<file path="config.mk">
export PLATFORM = sky130hd
export DESIGN_NAME = timer_cnt_ctrl
export DESIGN_NICKNAME = d
export VERILOG_FILES = /design/src/rtl/timer_pkg.sv /design/src/rtl/timer_prescaler.sv /design/src/rtl/timer_cnt_ctrl.sv
export SDC_FILE = /design/constraint.sdc
export NUM_CORES = 1
export LEC_CHECK = 0
export CELL_PAD_IN_SITES_DETAIL_PLACEMENT = 0
export CELL_PAD_IN_SITES_GLOBAL_PLACEMENT = 1
export CORE_ASPECT_RATIO = 0.8
export CORE_UTILIZATION = 42
export DETAILED_ROUTE_END_ITERATION = 16
export PLACE_DENSITY = 0.82
export SLEW_MARGIN = 10
export SYNTH_ARGS = -nofsm -noshare
export SYNTH_HDL_FRONTEND = slang
export SYNTH_SLANG_ARGS = --single-unit
</file>
<file path="constraint.sdc">
create_clock -name clk -period 3.5 [get_ports clk]
set_input_delay 0.7 -clock clk [delete_from_list [all_inputs] [get_ports clk]]
set_output_delay 0.7 -clock clk [all_outputs]
set_load 0.05 [all_outputs]
</file>
<file path="src/rtl/timer_pkg.sv">
`default_nettype none
// ============================================================================
// Module      : timer_pkg
// Description : Shared types and constants for the APB timer counter control.
//               Holds the control FSM state encoding, the prescaler exponent
//               limit and the TCR field positions used by the register block.
// Revision    : 1.0 - initial release
// ============================================================================
package timer_pkg;

    // Counter-control FSM state encoding
    typedef enum logic [1:0] {
        ST_IDLE   = 2'b00,
        ST_RUN    = 2'b01,
        ST_HALTED = 2'b10
    } ctrl_state_t;

    // Largest legal TCR.div_val; larger programmed values are clamped
    localparam int c_max_div_val = 8;

    // TCR field positions, shared with the register block
    localparam int c_tcr_timer_en_bit = 0;
    localparam int c_tcr_div_en_bit   = 1;
    localparam int c_tcr_div_val_lsb  = 8;
    localparam int c_tcr_div_val_msb  = 11;

endpackage
`default_nettype wire

</file>
<file path="src/rtl/timer_prescaler.sv">
`default_nettype none
// ============================================================================
// Module      : timer_prescaler
// Description : Clock prescaler for the timer counter. Counts int_cnt up to
//               2^e - 1 (e = clamped divide exponent) and flags the tick.
//               The count restarts whenever the divider setting changes
//               while running, and freezes while the timer is halted.
// Revision    : 1.0 - initial release
// ============================================================================
module timer_prescaler
    import timer_pkg::*;
#(
    parameter int DIV_W       = 8,
    parameter int MAX_DIV_VAL = c_max_div_val
) (
    input  logic       clk,
    input  logic       rst_n,
    input  logic       run,
    input  logic       freeze,
    input  logic       div_en,
    input  logic [3:0] div_val,
    output logic       tick
);

    logic             r_div_en_q;
    logic [3:0]       r_div_val_q;
    logic [DIV_W-1:0] r_int_cnt;
    logic [3:0]       w_exp;
    logic [DIV_W-1:0] w_limit;
    logic             w_cfg_chg;

    // Effective divide exponent from the registered divider setting, clamped
    always_comb begin
        w_exp = 4'd0;
        if (r_div_en_q && (r_div_val_q != 4'd0)) begin
            if (32'(r_div_val_q) > MAX_DIV_VAL) begin
                w_exp = 4'(MAX_DIV_VAL);
            end else begin
                w_exp = r_div_val_q;
            end
        end
    end

    // 2^e - 1 built as a mask so e == DIV_W still fits in DIV_W bits
    assign w_limit   = ~({DIV_W{1'b1}} << w_exp);
    assign tick      = (r_int_cnt == w_limit);
    assign w_cfg_chg = (div_en != r_div_en_q) || (div_val != r_div_val_q);

    // Divider copies follow the inputs every cycle
    always_ff @(posedge clk or negedge rst_n) begin
        if (!rst_n) begin
            r_div_en_q  <= 1'b0;
            r_div_val_q <= 4'd1;
        end else begin
            r_div_en_q  <= div_en;
            r_div_val_q <= div_val;
        end
    end

    // Prescale count: clear when idle or reconfigured, wrap on tick, hold when frozen.
    // A tick that coincides with halt entry has already been delivered, so
    // the count wraps rather than holding at the terminal value.
    always_ff @(posedge clk or negedge rst_n) begin
        if (!rst_n) begin
            r_int_cnt <= '0;
        end else if (!run && !freeze) begin
            r_int_cnt <= '0;
        end else if (run && w_cfg_chg) begin
            r_int_cnt <= '0;
        end else if (run && tick) begin
            r_int_cnt <= '0;
        end else if (!freeze) begin
            r_int_cnt <= r_int_cnt + 1'b1;
        end
    end

endmodule
`default_nettype wire

</file>
<file path="src/rtl/timer_cnt_ctrl.sv">
`default_nettype none
// ============================================================================
// Module      : timer_cnt_ctrl
// Description : Counter-control block for the APB timer. Sequences the
//               IDLE/RUN/HALTED states from TCR.timer_en and the debug halt
//               request, and issues the single-cycle count-enable tick.
//               Build option TIMER_CTRL_HALT_EN adds the debug-halt state and
//               halt_ack handshake; without it halt_req/dbg_mode are ignored.
// Revision    : 1.0 - initial release
// ============================================================================
module timer_cnt_ctrl
    import timer_pkg::*;
#(
    parameter int DIV_W       = 8,
    parameter int MAX_DIV_VAL = c_max_div_val
) (
    input  logic       clk,
    input  logic       rst_n,
    input  logic       timer_en,
    input  logic       div_en,
    input  logic [3:0] div_val,
    input  logic       halt_req,
    input  logic       dbg_mode,
    output logic       cnt_en,
    output logic       halt_ack,
    output logic [1:0] ctrl_state
);

    ctrl_state_t r_state;
    ctrl_state_t w_next_state;
    logic        w_halt_entry;
    logic        w_tick;

    // Next-state logic; timer_en low always wins
    always_comb begin
        w_next_state = r_state;
        w_halt_entry = 1'b0;
        case (r_state)
            ST_IDLE: begin
                if (timer_en) begin
                    w_next_state = ST_RUN;
                end
            end
            ST_RUN: begin
                if (!timer_en) begin
                    w_next_state = ST_IDLE;
                end
`ifdef TIMER_CTRL_HALT_EN
                else if (halt_req && dbg_mode) begin
                    w_next_state = ST_HALTED;
                    w_halt_entry = 1'b1;
                end
`endif
            end
`ifdef TIMER_CTRL_HALT_EN
            ST_HALTED: begin
                if (!timer_en) begin
                    w_next_state = ST_IDLE;
                end else if (!halt_req || !dbg_mode) begin
                    w_next_state = ST_RUN;
                end
            end
`endif
            default: begin
                w_next_state = ST_IDLE;
            end
        endcase
    end

    // State register
    always_ff @(posedge clk or negedge rst_n) begin
        if (!rst_n) begin
            r_state <= ST_IDLE;
        end else begin
            r_state <= w_next_state;
        end
    end

    timer_prescaler #(
        .DIV_W       (DIV_W),
        .MAX_DIV_VAL (MAX_DIV_VAL)
    ) u_prescaler (
        .clk     (clk),
        .rst_n   (rst_n),
        .run     (r_state == ST_RUN),
        .freeze  ((r_state == ST_HALTED) || w_halt_entry),
        .div_en  (div_en),
        .div_val (div_val),
        .tick    (w_tick)
    );

    assign cnt_en     = (r_state == ST_RUN) && w_tick;
    assign ctrl_state = r_state;

`ifdef TIMER_CTRL_HALT_EN
    logic r_halt_ack;

    // Ack rises one cycle after entering HALTED and drops on the exit edge
    always_ff @(posedge clk or negedge rst_n) begin
        if (!rst_n) begin
            r_halt_ack <= 1'b0;
        end else begin
            r_halt_ack <= (r_state == ST_HALTED) && (w_next_state == ST_HALTED);
        end
    end

    assign halt_ack = r_halt_ack;
`else
    logic w_halt_unused;
    assign w_halt_unused = halt_req ^ dbg_mode;
    assign halt_ack      = 1'b0;
`endif

endmodule
`default_nettype wire

</file>
==> run metrics <==
status=finished, final reports clean; internal power=around 250 uW; Cell variety after synth=31; # diodes=0; final setup skew=around 2.4 ps; WL final=roughly 1500 um; Layout fillers=between 150 and 200; GR Overflow Total=0; Max VDD drop=0.174 mV; power density over the cells=361 nW/um^2; DR pass1 iterations=4; switching share of power=0.258; Switch Pwr=86.3 uW; Num CTS Buffers=3; CTS tree=built; Row Count=13; DR iter-0 viols=22; Post-route DRC=0; Critical Path Sink Type=output port; worst hold margin=around 550 ps; root buffer cell=clkbuf_4; fraction of layout cells with a size suffix above 1=0.126; vias in the first global route=between 500 and 600; R2R setup slack=roughly 1600 ps; Vias=slightly above 600; crit-path max FO=11; # IOs=14; #FFs+latches synth=14; path type of the worst min-delay path=flip-flop to flip-flop; leakage power=around 0.00036 uW; Port-buffer cells=9; synthesized cell area=816 um^2; Final Setup Violations=0; Design Power=between 300 and 400 uW; TNS Setup=0 ps; Clk network pwr share=0.351; width of the die=about 51 um; RSZ-0062 raised after global routing=false; Achievable Freq=about 0.3 GHz; Initial Utilization=0.473; Die ar.=around 2100 um^2; Post-DP HPWL=1060 um; Mapped Cells=80; Gate power share=0.129; Vias/cell=5.67; count of pins over their slew limit=0; routed len/inst=roughly 14 um; Worst EP arrival=between 2000 and 3000 ps; Ys Warns=0; largest net degree at the start of global routing=15; routability cong.=about 0.75; global-route wire length before repair=between 2000 and 3000 um; area grow syn2layout=13.5%; Final Hold Fails=0; core area=approximately 1700 um^2; Worst setup SP type=flip-flop; Slew HR=0.565; Global Route Usage Sum=0.171; Resized cells post-CTS=0; Slew @ Worst Pin=~650 ps; Seq/Total Area, Yosys=0.431; Setup Fix Bufs, Post-CTS=0; Worst-Skew Late Latency=roughly 280 ps; worst setup path category=flip-flop to output port; initial antenna violation count=0; Nets=a little under 100; Req. time, crit path=roughly 2800 ps; Die Height=41.4 um; final worst path period share=0.945; clk slew on worst S/H paths=80 ps; post-route ant nets=0; htree depth=1; Reg power frac=0.520; max cap viols=0; CTS max path bufs=2; syn_area_per_cell=10.2 um^2; # hold bufs at CTS=0; CTS Sinks=14; min Tclk post-route=between 3000 and 4000 ps
## worst max-delay path, cell delays in order, from the launching register on
cell             delay, ps
dfrtp_1                510
a211o_1                350
a21oi_2                160
o221ai_2               130
nor4_4                 320
clkdlybuf4s50_1        860
## metal layers
metal	vias up	wire length (um)	track usage
li1	298	-	-
met1	292	773	0.263
met2	26	608	0.203
met3	2	90	0.0696
met4	0	12	0.0703
met5	-	0	0
## layout by cell type (no fill, tap or decap)
master / count
buf_4: 1
a21oi_1: 1
a211o_1: 1
dfrtp_1: 13
nand2_1: 2
conb_1: 2
nor3b_1: 2
a21oi_2: 2
and3b_1: 1
nor4_1: 2
clkbuf_4: 3
clkdlybuf4s50_1: 9
o21ai_0: 4
o311ai_1: 1
o221ai_2: 1
dfstp_2: 1
nor2_1: 2
nor3_1: 10
clkbuf_8: 1
or3_1: 1
nand4_1: 1
xnor2_1: 6
nor4_4: 1
o31a_1: 1
o31ai_1: 1
and3_1: 2
o21a_1: 1
nand3_1: 5
ha_1: 1
xor2_1: 7
and3_2: 1
## cells in the mapped netlist (all sizes together)
library cell  instances  area [um^2]
nor3b                 2         15.0
nand3                 5         25.0
clkbuf                1         3.75
dfrtp                13          325
nor4                  3         33.8
o21ai                 4         20.0
o21a                  1         7.51
ha                    1         12.5
dfstp                 1         26.3
o31ai                 1         7.51
xnor2                 6         52.6
and3                  3         20.0
nand4                 1         6.26
o31a                  1         8.76
nand2                 2         7.51
a21oi                 3         22.5
conb                  1         3.75
buf                   7         51.3
or3                   1         6.26
o311ai                1         8.76
nor3                 10         50.1
xor2                  7         61.3
and3b                 1         8.76
nor2                  2         7.51
o221ai                1         15.0
a211o                 1         8.76
## power by group through the flow
stage | Clock [uW] | Sequential (uW) | Combinational [uW]
after floorplan | 0 | 171 | 36.3
after global placement | 0 | 177 | 42.4
after detailed placement | 0 | 177 | 43.2
after CTS | 122 | 174 | 43.5
after global routing | 128 | 175 | 47.0
final | 118 | 174 | 43.1
## per-stage QoR
step	util	setup slack (ps)	instance area, um^2	std cells
5_1_grt	0.537	71.8	926	109
3_3_place_gp	0.516	511	890	105
2_1_floorplan	-	913	820	81
4_1_cts	0.537	182	926	109
6_report	0.537	193	926	109
3_5_place_dp	0.516	520	890	105
## logic make-up after synthesis
group	Yosys count	share of synthesized area
flip-flops	14	0.431
buffers and inverters	8	0.0675
AND/OR/NAND/NOR	30	0.221
adder cells (fa/ha/maj)	1	0.0153
XOR/XNOR	13	0.140
other	1	0.00460
AO/OA/AOI/OAI	13	0.121
## flip-flops by register name (all words and copies together), names as in the netlist
register,cells
u_prescaler.r_div_en_q,1
u_prescaler.r_int_cnt,8
u_prescaler.r_div_val_q,4
ctrl_state,1
## layout make-up
type | instances | area, um^2 | share of cell area
Clock buffer | 4 | 36.3 | 0.0392
Multi-Input combinational cell | 59 | 413 | 0.446
Sequential cell | 14 | 352 | 0.380
Tap cell | 22 | 27.5 | 0.0297
Timing Repair Buffer | 10 | 97.6 | 0.105
## final timing paths
kind	start	end	cells past startpoint
min	u_prescaler.r_int_cnt[0]$_DFF_PN0_	u_prescaler.r_int_cnt[0]$_DFF_PN0_	1
min reg2reg	u_prescaler.r_int_cnt[0]$_DFF_PN0_	u_prescaler.r_int_cnt[0]$_DFF_PN0_	1
max reg2reg	u_prescaler.r_div_val_q[3]$_DFF_PN0_	u_prescaler.r_int_cnt[7]$_DFF_PN0_	6
min in group asynchronous	rst_n	u_prescaler.r_div_val_q[3]$_DFF_PN0_	1
max in group asynchronous	rst_n	u_prescaler.r_int_cnt[4]$_DFF_PN0_	1
max	u_prescaler.r_div_val_q[3]$_DFF_PN0_	cnt_en	5
(Power assumes the default switching activity.)
